## src/rtl/uart_pkg.sv

```systemverilog
// Shared UART definitions: FSM state encoding, default oversampling ratio and
// majority-vote tap positions, common to the receiver and transmitter.
package uart_pkg;

    typedef enum logic [2:0] {
        IDLE       = 3'd0,
        START      = 3'd1,
        DATA       = 3'd2,
        PARITY     = 3'd3,
        STOP       = 3'd4,
        BREAK_WAIT = 3'd5
    } uart_state_e;

    localparam int unsigned DEFAULT_OVERSAMPLE = 16;

    // Vote taps sit at mid-bit -1, mid-bit and mid-bit +1.
    localparam int unsigned VOTE_OFS_EARLY = 1;
    localparam int unsigned VOTE_OFS_LATE  = 1;

    // Tick index of vote tap idx (0 = earliest, 2 = resolving tap).
    function automatic int unsigned vote_tap(input int unsigned os, input int unsigned idx);
        return os / 2 - VOTE_OFS_EARLY + idx;
    endfunction

endpackage

```

## src/rtl/uart_rx_sampler.sv

```systemverilog
// RX front end: 2-FF synchroniser for the raw line plus a 3-tap majority voter
// around the bit centre. bit_val is valid on the tick where t_cnt hits the last tap.
module uart_rx_sampler
    import uart_pkg::*;
#(
    parameter int unsigned OVERSAMPLE = DEFAULT_OVERSAMPLE,
    localparam int unsigned TW = $clog2(OVERSAMPLE)
) (
    input  logic          clk,
    input  logic          reset,
    input  logic          rx,
    input  logic          b_tick,
    input  logic [TW-1:0] t_cnt,
    output logic          rx_s,
    output logic          bit_val
);

    localparam logic [TW-1:0] TAP0 = TW'(vote_tap(OVERSAMPLE, 0));
    localparam logic [TW-1:0] TAP1 = TW'(vote_tap(OVERSAMPLE, 1));

    logic sync1_q, sync2_q;
    logic tap0_q, tap1_q;

    always_ff @(posedge clk or negedge reset) begin
        if (!reset) begin
            sync1_q <= 1'b1;
            sync2_q <= 1'b1;
            tap0_q  <= 1'b1;
            tap1_q  <= 1'b1;
        end else begin
            sync1_q <= rx;
            sync2_q <= sync1_q;
            if (b_tick && t_cnt == TAP0) tap0_q <= sync2_q;
            if (b_tick && t_cnt == TAP1) tap1_q <= sync2_q;
        end
    end

    assign rx_s = sync2_q;

    // Third tap is the live synchronised value on the resolving tick.
    assign bit_val = (tap0_q & tap1_q) | (tap0_q & sync2_q) | (tap1_q & sync2_q);

endmodule

```

## src/rtl/uart_rx_param.sv

```systemverilog
// Parametrised UART receiver: frame FSM, tick/bit counters and output registers
// on top of the synchronising, majority-voting sampler.
module uart_rx_param
    import uart_pkg::*;
#(
    parameter int unsigned DATA_BITS  = 8,
    parameter int unsigned OVERSAMPLE = DEFAULT_OVERSAMPLE,
    parameter bit          PARITY_EN  = 1'b0,
    parameter bit          PARITY_ODD = 1'b0,
    parameter int unsigned STOP_BITS  = 1
) (
    input  logic                 clk,
    input  logic                 reset,
    input  logic                 rx,
    input  logic                 b_tick,
    output logic [DATA_BITS-1:0] o_dout,
    output logic                 o_rx_done,
    output logic                 o_parity_err,
    output logic                 o_frame_err,
    output logic                 o_break
);

    localparam int unsigned TW = $clog2(OVERSAMPLE);
    localparam logic [TW-1:0] T_LAST = TW'(OVERSAMPLE - 1);
    localparam logic [TW-1:0] T_VOTE = TW'(vote_tap(OVERSAMPLE, 2));
    localparam logic [3:0] N_DATA_LAST = 4'(DATA_BITS - 1);
    localparam logic [3:0] N_STOP_LAST = 4'(STOP_BITS - 1);

    uart_state_e          state_q, state_d;
    logic [TW-1:0]        t_cnt_q, t_cnt_d;
    logic [3:0]           n_q, n_d;
    logic [DATA_BITS-1:0] shreg_q, shreg_d;
    logic                 par_bit_q, par_bit_d;
    logic                 par_err_q, par_err_d;
    logic                 fe_q, fe_d;
    logic                 stops_low_q, stops_low_d;
    logic [DATA_BITS-1:0] dout_q, dout_d;
    logic                 done_q, done_d;
    logic                 perr_q, perr_d;
    logic                 ferr_q, ferr_d;
    logic                 brk_q, brk_d;
    logic                 rx_s, bit_val;
    logic                 fe_now, brk_now;

    uart_rx_sampler #(
        .OVERSAMPLE(OVERSAMPLE)
    ) u_sampler (
        .clk    (clk),
        .reset  (reset),
        .rx     (rx),
        .b_tick (b_tick),
        .t_cnt  (t_cnt_q),
        .rx_s   (rx_s),
        .bit_val(bit_val)
    );

    // Final-stop-bit view of the frame, used only on the completing tick.
    assign fe_now  = fe_q | ~bit_val;
    assign brk_now = (shreg_q == '0) && !par_bit_q && stops_low_q && !bit_val;

    always_comb begin
        state_d     = state_q;
        t_cnt_d     = t_cnt_q;
        n_d         = n_q;
        shreg_d     = shreg_q;
        par_bit_d   = par_bit_q;
        par_err_d   = par_err_q;
        fe_d        = fe_q;
        stops_low_d = stops_low_q;
        dout_d      = dout_q;
        done_d      = 1'b0;
        perr_d      = perr_q;
        ferr_d      = ferr_q;
        brk_d       = brk_q;

        if (b_tick) begin
            t_cnt_d = t_cnt_q + 1'b1;
            unique case (state_q)
                IDLE: begin
                    t_cnt_d = '0;
                    if (!rx_s) begin
                        state_d     = START;
                        t_cnt_d     = TW'(1);
                        n_d         = '0;
                        fe_d        = 1'b0;
                        stops_low_d = 1'b1;
                        par_bit_d   = 1'b0;
                        par_err_d   = 1'b0;
                    end
                end
                START: begin
                    if (t_cnt_q == T_VOTE && bit_val) begin
                        state_d = IDLE;
                        t_cnt_d = '0;
                    end else if (t_cnt_q == T_LAST) begin
                        state_d = DATA;
                        t_cnt_d = '0;
                    end
                end
                DATA: begin
                    if (t_cnt_q == T_VOTE) shreg_d = {bit_val, shreg_q[DATA_BITS-1:1]};
                    if (t_cnt_q == T_LAST) begin
                        t_cnt_d = '0;
                        if (n_q == N_DATA_LAST) begin
                            n_d     = '0;
                            state_d = PARITY_EN ? PARITY : STOP;
                        end else begin
                            n_d = n_q + 4'd1;
                        end
                    end
                end
                PARITY: begin
                    if (t_cnt_q == T_VOTE) begin
                        par_bit_d = bit_val;
                        par_err_d = ((^shreg_q) ^ bit_val) != PARITY_ODD;
                    end
                    if (t_cnt_q == T_LAST) begin
                        t_cnt_d = '0;
                        state_d = STOP;
                    end
                end
                STOP: begin
                    if (t_cnt_q == T_VOTE) begin
                        fe_d        = fe_now;
                        stops_low_d = stops_low_q & ~bit_val;
                        if (n_q == N_STOP_LAST) begin
                            dout_d  = shreg_q;
                            perr_d  = PARITY_EN & par_err_q;
                            ferr_d  = fe_now;
                            brk_d   = brk_now;
                            done_d  = 1'b1;
                            t_cnt_d = '0;
                            n_d     = '0;
                            state_d = brk_now ? BREAK_WAIT : IDLE;
                        end
                    end else if (t_cnt_q == T_LAST) begin
                        t_cnt_d = '0;
                        n_d     = n_q + 4'd1;
                    end
                end
                BREAK_WAIT: begin
                    t_cnt_d = '0;
                    if (rx_s) state_d = IDLE;
                end
                default: begin
                    state_d = IDLE;
                    t_cnt_d = '0;
                end
            endcase
        end
    end

    always_ff @(posedge clk or negedge reset) begin
        if (!reset) begin
            state_q     <= IDLE;
            t_cnt_q     <= '0;
            n_q         <= '0;
            shreg_q     <= '0;
            par_bit_q   <= 1'b0;
            par_err_q   <= 1'b0;
            fe_q        <= 1'b0;
            stops_low_q <= 1'b0;
            dout_q      <= '0;
            done_q      <= 1'b0;
            perr_q      <= 1'b0;
            ferr_q      <= 1'b0;
            brk_q       <= 1'b0;
        end else begin
            state_q     <= state_d;
            t_cnt_q     <= t_cnt_d;
            n_q         <= n_d;
            shreg_q     <= shreg_d;
            par_bit_q   <= par_bit_d;
            par_err_q   <= par_err_d;
            fe_q        <= fe_d;
            stops_low_q <= stops_low_d;
            dout_q      <= dout_d;
            done_q      <= done_d;
            perr_q      <= perr_d;
            ferr_q      <= ferr_d;
            brk_q       <= brk_d;
        end
    end

    assign o_dout       = dout_q;
    assign o_rx_done    = done_q;
    assign o_parity_err = perr_q;
    assign o_frame_err  = ferr_q;
    assign o_break      = brk_q;

endmodule

```

## config.mk

```make
export PLATFORM = sky130hd
export DESIGN_NAME = uart_rx_param
export DESIGN_NICKNAME = d
export VERILOG_FILES = /design/src/rtl/uart_pkg.sv /design/src/rtl/uart_rx_sampler.sv /design/src/rtl/uart_rx_param.sv
export SDC_FILE = /design/constraint.sdc
export NUM_CORES = 1
export LEC_CHECK = 0
export ABC_CLOCK_PERIOD_IN_PS = 2300
export CAP_MARGIN = 20
export CORE_MARGIN = 2
export CORE_UTILIZATION = 57
export CTS_CLUSTER_DIAMETER = 150
export DETAILED_ROUTE_END_ITERATION = 8
export PLACE_DENSITY_LB_ADDON = 0.15
export SETUP_SLACK_MARGIN = 0.5
export SYNTH_ARGS = -nofsm -noshare
export SYNTH_HDL_FRONTEND = slang
export SYNTH_HIERARCHICAL = 1
export SYNTH_SLANG_ARGS = --single-unit
```

## constraint.sdc

```tcl
create_clock -name clk -period 2.3 [get_ports clk]
set_input_delay 0.345 -clock clk [delete_from_list [all_inputs] [get_ports clk]]
set_output_delay 0.345 -clock clk [all_outputs]
set_load 0.1 [all_outputs]
```

==> impl_results.md, run 1 <==
* Global-route wire length before repair at 7670 microns
* Max Cap Viol at 0
* Drc violations at 0
* Post-layout min period at 2.01 ns
* Slowest-stage cell, CP: dfrtp_1
* DR iter-0 viols at 202
* Skew-Pair Late Insertion Delay at 0.37 ns
* Port buffer count at 14
* Layout net count at 238
* Crit start category: flop
* Syn nets at 189
* Sum Neg Setup Slack at 0 ns
* Dpl ws at 0.183 ns
* Setup ws final at 0.288 ns
* Area Overhead vs Synth at 35.5%
* Worst slew pin tran at 0.803 ns
* Critical path arrival at 2.26 ns
* GPL Wtd Cong at 0.856
* Seq/Total Area, Yosys at 0.478
* Max H-tree Level at 2
* GRT overflow at 0
* Cell Area, Synth at 0.00195 sq mm
* Slew headroom at 0.465
* Total CTS buffers at 5
* Crit path required time at 2.54 ns
* RSZ-0062 raised after global routing: yes
* CTS hold repair buffers at 0
* Most frequent cells in the layout: buf_4, dfrtp_1, mux2_2
* Power Total at 2.51 mW
* Setup Crit Path Kind: flop to flop
* EDFF count, synth at 0
* GR Util All Layers at 0.251
* R2R setup slack at 0.29 ns
* # diodes at 0
* R2R cell count at 7
* Lkg Pwr at 1.19 nW
* Core area at 0.00331 sq mm
* Worst Hold Margin at 0.0450 ns
* Top FF cell, synth: dfrtp_1
* P per Cell Area at 952 mW/mm^2
* Vias in the first global route at 1594
* Die ar. at 0.00390 sq mm
* YS warnings at 6
* Top cell type's share of synthesized area at 0.424
* Num rows at 21
* CTS tree: done
* Hold Vio Cnt, Final at 0
* Worst min path class: input port to asynchronous set/reset pin
* CTS root buf: clkbuf_4
* Mean post-synth cell area at 10.8 sq um
* Sink Count at 37
* CP max stage delay at 0.43 ns
* Area contributors post-synth: dfrtp_1, mux2_2, dfstp_2
* HPWL after DPL at 2970 microns
* Final Cycle Share at 0.875
* Cell variety after synth at 50
* Initial antenna violation count at 0
* Final Setup Violations at 0
* Die height at 62.5 microns
* DR top layer: met4
* Synth Instances at 181
* CP Max Fanout at 5
* Largest net degree at the start of global routing at 38
* Leading area contributor after synthesis: dfrtp_1
* Filler Cell Count at 199
* M1 wire length at 2270 microns
* Vias per std cell at 6.46
* Seq cells post-synth at 37
* VDD IR max at 0.000645 V
* Metal2 WL at 2870 microns
* Met3 Wirelength at 406 microns
* Sequential Area at 936 sq um
* Clk buf depth at 2
* Ports at 16
* Area of the multi-input gates at 0.00116 sq mm
* Vias at 1789
* Outcome: complete, no violations
* Reg clk slew, reported paths at 0.12 ns
* Pre-antenna DRT Iters at 5
* Initial Util at 0.588
* Share of cells above drive strength 1 at 0.498
* Final ANT Viol Nets at 0
* Crit. End Element: flop
* Critical Path, Cell by Cell: inv_2 > ha_4 > and3b_2 > a21oi_2 > o311ai_2 > nor3_1 > or3_1
* WL/cell at 21.5 microns
* Commonest non-fill, non-tap cell in the layout: buf_4
* WL final at 5950 microns
* Final clock skew at 0.0132 ns
* Share of synthesized registers carrying an async set or reset at 1.00
* Fmax at 497 MHz
* Die W at 62.5 microns
* Max Slew Vio Count at 0
-- metal layers --
| layer | track usage | vias up |
|---|---|---|
| met5 | 0 | - |
| met4 | 0.0944 | 0 |
| met3 | 0.0559 | 39 |
| met2 | 0.417 | 124 |
| met1 | 0.323 | 854 |
| li1 | - | 772 |
-- layout make-up --
cell class	count	area share
timing repair buffer	47	0.138
clock buffer	6	0.0194
multi-input combinational	131	0.440
tap	46	0.0218
clock inverter	2	0.0142
sequential	37	0.355
inverter	8	0.0114
-- final timing paths --
path / from / to
setup / recovery: t_cnt_q[1] / t_cnt_q[0]
hold reg to reg: u_sampler/sync1_q / u_sampler/rx_s
hold / removal: reset / t_cnt_q[2]
min in group clk: u_sampler/sync1_q / u_sampler/rx_s
max in group asynchronous: reset / state_q[2]
setup reg to reg: t_cnt_q[1] / t_cnt_q[0]
-- synth_stat cells, types with 2 or more instances --
cell and number:
nor2_1 11, o31ai_1 4, nand3b_1 3, nor4_1 2, buf_6 2, ha_1 4
dfstp_2 4, nor3b_2 2, o41ai_1 2, o21ai_0 12, nor3_1 6, and3_1 4
mux2_2 15, a31oi_1 4, nor2b_1 3, nand2b_1 3, a21oi_2 2, nand2_1 13
buf_2 3, nand3_2 2, a21o_1 2, a21oi_1 3, nand3_1 7, inv_1 8
dfrtp_1 33, nand4_1 2, or3_1 2
-- critical path: cells and delay by family, from the launching register on --
family | cells | cell delay (ns)
adders and majority gates | 1 | 0.13
and+or+nand+nor | 3 | 0.72
DFF | 1 | 0.43
buffers and inverters | 1 | 0.09
AOI/OAI and AO/OA | 2 | 0.51
-- report_power, final --
| part | total, mW | internal (mW) | switching [mW] | leakage, nW |
|---|---|---|---|---|
| clock network | 0.497 | 0.258 | 0.239 | 0.0445 |
| logic | 1.08 | 0.519 | 0.565 | 0.671 |
| registers | 0.931 | 0.778 | 0.153 | 0.477 |
-- state kept, by name, summed over array words and instances (netlist names) --
name	flops
fe_q	1
n_q	4
o_break	1
o_dout	8
o_frame_err	1
o_rx_done	1
par_bit_q	1
shreg_q	8
state_q	3
stops_low_q	1
t_cnt_q	4
u_sampler/rx_s	1
u_sampler/sync1_q	1
u_sampler/tap0_q	1
u_sampler/tap1_q	1
-- what timing repair did --
| item | CTS | global route |
|---|---|---|
| setup endpoints to repair | 32 | 21 |
| resized for setup | 22 | 25 |
| hold endpoints to repair | 0 | 0 |
| cloned | 1 | 1 |
| pin swaps | 5 | 8 |
| buffers inserted | 15 | 13 |
-- metrics by stage --
stage / instances / utilization / area, sq um
6_report: 277 / 0.797 / 2640
5_1_grt: 277 / 0.797 / 2640
4_1_cts: 263 / 0.729 / 2410
3_5_place_dp: 239 / 0.636 / 2110
3_3_place_gp: 239 / 0.636 / 2110
2_1_floorplan: 181 / - / 1950
-- cell families after synthesis --
kind of cell | synth area share
DFF | 0.478
AOI/OAI and AO/OA | 0.150
buffers and inverters | 0.0405
adders and majority gates | 0.0308
and+or+nand+nor | 0.198
other | 0.00192
muxes | 0.100
(Power assumes the default switching activity.)
==> run 2, diff against run 1 <==
- SKIP_CTS_REPAIR_TIMING: unset -> 1
- SKIP_LAST_GASP: unset -> 1
==> run 2 against run 1 <==
Effect of this change:
- first-iteration DRC count is 47% lower
- die area is the same
- critical endpoint is now state_q[2]
- largest power group unchanged
- design area is 3.3% lower
==> impl_results.md, run 2 (synthesis results as in run 1) <==
* Sum Neg Setup Slack at 0 ns (unchanged)
* Hold Vio Cnt, Final at 0 (unchanged)
* Final clock skew at 0.0151 ns (was 0.0132 ns)
* Num rows at 21 (unchanged)
* P per Cell Area at 951 mW/mm^2 (was 952 mW/mm^2)
* Die ar. at 0.00390 sq mm (unchanged)
* WL/cell at 19.7 microns (was 21.5 microns)
* Slew headroom at 0.464 (was 0.465)
* Setup Crit Path Kind: flop to flop (unchanged)
* Filler Cell Count at 208 (was 199)
* Max Slew Vio Count at 0 (unchanged)
* Largest net degree at the start of global routing at 38 (unchanged)
* Crit path required time at 2.52 ns (was 2.54 ns)
* RSZ-0062 raised after global routing: yes (unchanged)
* Critical path arrival at 2.11 ns (was 2.26 ns)
* Share of cells above drive strength 1 at 0.480 (was 0.498)
* Final Setup Violations at 0 (unchanged)
* # diodes at 0 (unchanged)
* Dpl ws at 0.183 ns (unchanged)
* Global-route wire length before repair at 6960 microns (was 7670 microns)
* Layout net count at 228 (was 238)
* Initial Util at 0.588 (unchanged)
* Vias in the first global route at 1463 (was 1594)
* Die height at 62.5 microns (unchanged)
* CP Max Fanout at 6 (was 5)
* Vias at 1676 (was 1789)
* GR Util All Layers at 0.226 (was 0.251)
* Fmax at 529 MHz (was 497 MHz)
* R2R setup slack at 0.41 ns (was 0.29 ns)
* Worst Hold Margin at 0.0487 ns (was 0.0450 ns)
* Final ANT Viol Nets at 0 (unchanged)
* Area Overhead vs Synth at 31.0% (was 35.5%)
* Drc violations at 0 (unchanged)
* HPWL after DPL at 2970 microns (unchanged)
* Gr busiest metal: met2 (unchanged)
* Die W at 62.5 microns (unchanged)
* Crit. End Element: flop (unchanged)
* Most frequent cells in the layout: buf_4, dfrtp_1, mux2_2 (unchanged)
* Initial antenna violation count at 0 (unchanged)
* Port buffer count at 14 (unchanged)
* VDD IR max at 0.000600 V (was 0.000645 V)
* CTS root buf: clkbuf_4 (unchanged)
* Crit start category: flop (unchanged)
* WL final at 5260 microns (was 5950 microns)
* Ports at 16 (unchanged)
* DR iter-0 viols at 107 (was 202)
* Sink Count at 37 (unchanged)
* Total CTS buffers at 5 (unchanged)
* Max H-tree Level at 2 (unchanged)
* Setup ws final at 0.410 ns (was 0.288 ns)
* Skew-Pair Late Insertion Delay at 0.36 ns (was 0.37 ns)
* CTS tree: done (unchanged)
* Commonest non-fill, non-tap cell in the layout: buf_4 (unchanged)
* Core area at 0.00331 sq mm (unchanged)
* Final Cycle Share at 0.822 (was 0.875)
* Met3 Use GR at 0.0523 (was 0.0559)
* Worst min path class: input port to asynchronous set/reset pin (unchanged)
* Crit Reg-Reg Endpoint: state_q[2] (was t_cnt_q[0])
* Max Cap Viol at 0 (unchanged)
* Vias per std cell at 6.28 (was 6.46)
* GRT overflow at 0 (unchanged)
* GRT met1 Usage at 0.297 (was 0.323)
* Pre-antenna DRT Iters at 6 (was 5)
* Worst slew pin tran at 0.804 ns (was 0.803 ns)
* R2R cell count at 7 (unchanged)
* Reg clk slew, reported paths at 0.12 ns (about the same)
* Met2 Use GR at 0.374 (was 0.417)
* GPL Wtd Cong at 0.856 (unchanged)
* Lkg Pwr at 1.13 nW (was 1.19 nW)
* Outcome: complete, no violations (unchanged)
* Post-layout min period at 1.89 ns (was 2.01 ns)
* Reg2reg start: t_cnt_q[1] (unchanged)
* Clk buf depth at 2 (unchanged)
==> run 2: metal layers <==
metal | share of wire | wire length, microns
met4 | 0.045 | 238
met5 | 0 | 0
met3 | 0.061 | 320
met2 | 0.50 | 2630
met1 | 0.39 | 2060
==> run 2: worst max-delay path by stage <==
| stage | start | end | cells past startpoint |
|---|---|---|---|
| 2_1_floorplan | n_q[0] | state_q[0] | 6 |
| 3_3_place_gp | b_tick | o_dout[6] | 4 |
| 3_5_place_dp | t_cnt_q[0] | state_q[1] | 6 |
| 4_1_cts | t_cnt_q[0] | state_q[1] | 6 |
| 5_1_grt | t_cnt_q[1] | par_bit_q | 6 |
| 6_report | t_cnt_q[1] | state_q[2] | 7 |
==> run 2: critical path, stage by stage (launching register included) <==
cell	delay [ns]
dfrtp_2	0.45
inv_2	0.09
ha_4	0.13
and3b_2	0.34
a2bb2oi_4	0.26
o2111ai_4	0.19
o21ai_1	0.18
o21ai_0	0.13
==> run 2: final cells by class <==
class | instances | area [sq um] | share of cell area
Sequential cell | 37 | 937 | 0.367
Inverter | 8 | 32.5 | 0.0128
Multi-Input combinational cell | 131 | 1150 | 0.451
Tap cell | 46 | 57.6 | 0.0226
Clock inverter | 2 | 37.5 | 0.0147
Clock buffer | 6 | 51.3 | 0.0201
Timing Repair Buffer | 37 | 284 | 0.111
==> run 2: through the flow <==
stage | power (mW) | utilization | cell area (sq um) | instances
after global routing | 2.56 | 0.771 | 2550 | 267
after floorplan | 1.36 | - | 1950 | 181
after global placement | 1.48 | 0.636 | 2110 | 239
after detailed placement | 1.52 | 0.636 | 2110 | 239
final | 2.43 | 0.771 | 2550 | 267
after CTS | 2.01 | 0.663 | 2200 | 247
==> run 2: where the power goes <==
group | internal [mW] | leakage (nW) | switching (mW)
Clock | 0.258 | 0.0445 | 0.232
Combinational | 0.473 | 0.611 | 0.528
Sequential | 0.780 | 0.475 | 0.153
Total | 1.51 | 1.13 | 0.914
==> run 3, diff against run 2 <==
- ABC_CLOCK_PERIOD_IN_PS: 2300 -> 1900
- clock period: 2.3 -> 1.9 ns (I/O delays scaled with it)
==> run 3 against run 2 <==
Effect of this change:
- count of clock-buffer cells in the layout did not move
- core utilization up 3.4 points
- the run now ends with negative setup slack left
- first-iteration DRC count is 110% higher
- total power is 21% higher
- maximum frequency is 2.4% lower
==> impl_results.md, run 3 (synthesis results as in run 1) <==
* Setup ws final at -0.0371 ns (was 0.410 ns)
* Hold Vio Cnt, Final at 0 (unchanged)
* Critical path arrival at 2.20 ns (was 2.11 ns)
* Pre-antenna DRT Iters at 4 (was 6)
* Vias at 1740 (was 1676)
* WL final at 5380 microns (was 5260 microns)
* RSZ-0062 raised after global routing: yes (unchanged)
* Hold depth at 1
* Global-route wire length before repair at 7590 microns (was 6960 microns)
* GRT overflow at 0 (unchanged)
* Initial antenna violation count at 0 (unchanged)
* CP Max Fanout at 4 (was 6)
* Ports at 16 (unchanged)
* Max Cap Viol at 0 (unchanged)
* Dpl ws at -0.0862 ns (was 0.183 ns)
* Failing checks: negative setup slack
* Post-layout min period at 1.94 ns (was 1.89 ns)
* Lkg Pwr at 1.21 nW (was 1.13 nW)
* Max Slew Vio Count at 0 (unchanged)
* Num rows at 21 (unchanged)
* R2R cell count at 7 (unchanged)
* Share of cells above drive strength 1 at 0.481 (was 0.480)
* Crit Reg-Reg Endpoint: t_cnt_q[3] (was state_q[2])
* Crit. End Element: flop (unchanged)
* Outcome: complete, but fails checks (was complete, no violations)
* Filler Cell Count at 213 (was 208)
* Final ANT Viol Nets at 0 (unchanged)
* # diodes at 0 (unchanged)
* Setup Crit Path Kind: flop to flop (unchanged)
* Reg2reg start: state_q[0] (was t_cnt_q[1])
* Finished layout cell area at 0.00267 sq mm (was 0.00255 sq mm)
* VDD IR max at 0.000612 V (was 0.000600 V)
* Largest net degree at the start of global routing at 20 (was 38)
* Initial Util at 0.588 (unchanged)
* DR iter-0 viols at 224 (was 107)
* Worst min path class: input port to flop (was input port to asynchronous set/reset pin)
* Die W at 62.5 microns (unchanged)
* Skew-Pair Late Insertion Delay at 0.35 ns (was 0.36 ns)
* HPWL after DPL at 3280 microns (was 2970 microns)
* Crit path launch: state_q[0] (was t_cnt_q[1])
* Vias per std cell at 6.15 (was 6.28)
* Final Cycle Share at 1.02 (was 0.822)
* Most frequent cells in the layout: buf_4, dfrtp_1, mux2_2 (unchanged)
* GPL Wtd Cong at 0.908 (was 0.856)
* P per Cell Area at 1100 mW/mm^2 (was 951 mW/mm^2)
* Layout net count at 244 (was 228)
* Hold EP: u_sampler/sync1_q
* Die ar. at 0.00390 sq mm (unchanged)
* Hold wc startpoint: rx
* Port buffer count at 14 (unchanged)
* Fmax at 516 MHz (was 529 MHz)
* WL/cell at 19.0 microns (was 19.7 microns)
* CTS tree: done (unchanged)
* Clk buf depth at 2 (unchanged)
* Die height at 62.5 microns (unchanged)
* Final clock skew at 0.0200 ns (was 0.0151 ns)
* Total CTS buffers at 5 (unchanged)
* Max H-tree Level at 2 (unchanged)
* GR Util All Layers at 0.250 (was 0.226)
* Core area at 0.00331 sq mm (unchanged)
* Commonest non-fill, non-tap cell in the layout: buf_4 (unchanged)
* Drc violations at 0 (unchanged)
* Final Setup Violations at 3 (was 0)
* Dpl cell area at 0.00226 sq mm (was 0.00211 sq mm)
* Crit start category: flop (unchanged)
* CTS root buf: clkbuf_4 (unchanged)
* R2R setup slack at -0.04 ns (was 0.41 ns)
* Worst Hold Margin at 0.349 ns (was 0.0487 ns)
* Placed insts at 255 (was 239)
* Post-Layout Cell Count at 283 (was 267)
* Reg clk slew, reported paths at 0.12 ns (about the same)
* Crit path required time at 2.17 ns (was 2.52 ns)
* Area Overhead vs Synth at 36.8% (was 31.0%)
* Sink Count at 37 (unchanged)
* Vias in the first global route at 1546 (was 1463)
-- run 3: report_power, final --
part	leakage (nW)	switching, mW	total, mW	internal, mW
Combinational	0.691	0.691	1.33	0.636
Sequential	0.478	0.124	1.07	0.942
Clock	0.0422	0.267	0.543	0.276
Total	1.21	1.08	2.93	1.85
-- run 3: final cells by class --
type                    instances  area [sq um]  share of cell area
repair buffers                 54           460               0.173
well taps                      46          57.6              0.0216
inverters                       8          30.0              0.0113
flip-flops and latches         37           935               0.351
clock inverters                 2          35.0              0.0131
clock buffers                   6          41.3              0.0155
multi-input cells             130          1110               0.415
-- run 3: worst max path at each step --
stage | cells past startpoint | slack, ns | end
after floorplan | 7 | 0.13 | state_q[0]
after global placement | 6 | 0.06 | state_q[0]
after detailed placement | 7 | -0.09 | n_q[2]
after CTS | 7 | -0.12 | n_q[2]
after global routing | 7 | -0.1 | t_cnt_q[0]
final | 7 | -0.04 | t_cnt_q[3]
-- run 3: stage by stage --
step | setup TNS (ns) | util | power (mW)
after floorplan | 0 | - | 1.67
after global placement | 0 | 0.683 | 1.95
after detailed placement | -0.195 | 0.683 | 2.01
after CTS | -0.447 | 0.706 | 2.55
after global routing | -0.449 | 0.805 | 3.09
final | -0.0840 | 0.805 | 2.93
-- run 3: metal layers --
metal / global-route usage / up-vias / share of wire
li1: - / 771 / -
met1: 0.348 / 856 / 0.42
met2: 0.379 / 92 / 0.48
met3: 0.0523 / 21 / 0.070
met4: 0.114 / 0 / 0.031
met5: 0 / - / 0
-- run 3: critical path, cell delays in order (launching register included) --
cell,delay [ns]
dfrtp_2,0.45
or3b_4,0.46
buf_4,0.16
a21oi_2,0.19
o311ai_2,0.13
buf_4,0.16
buf_4,0.12
o221ai_1,0.18
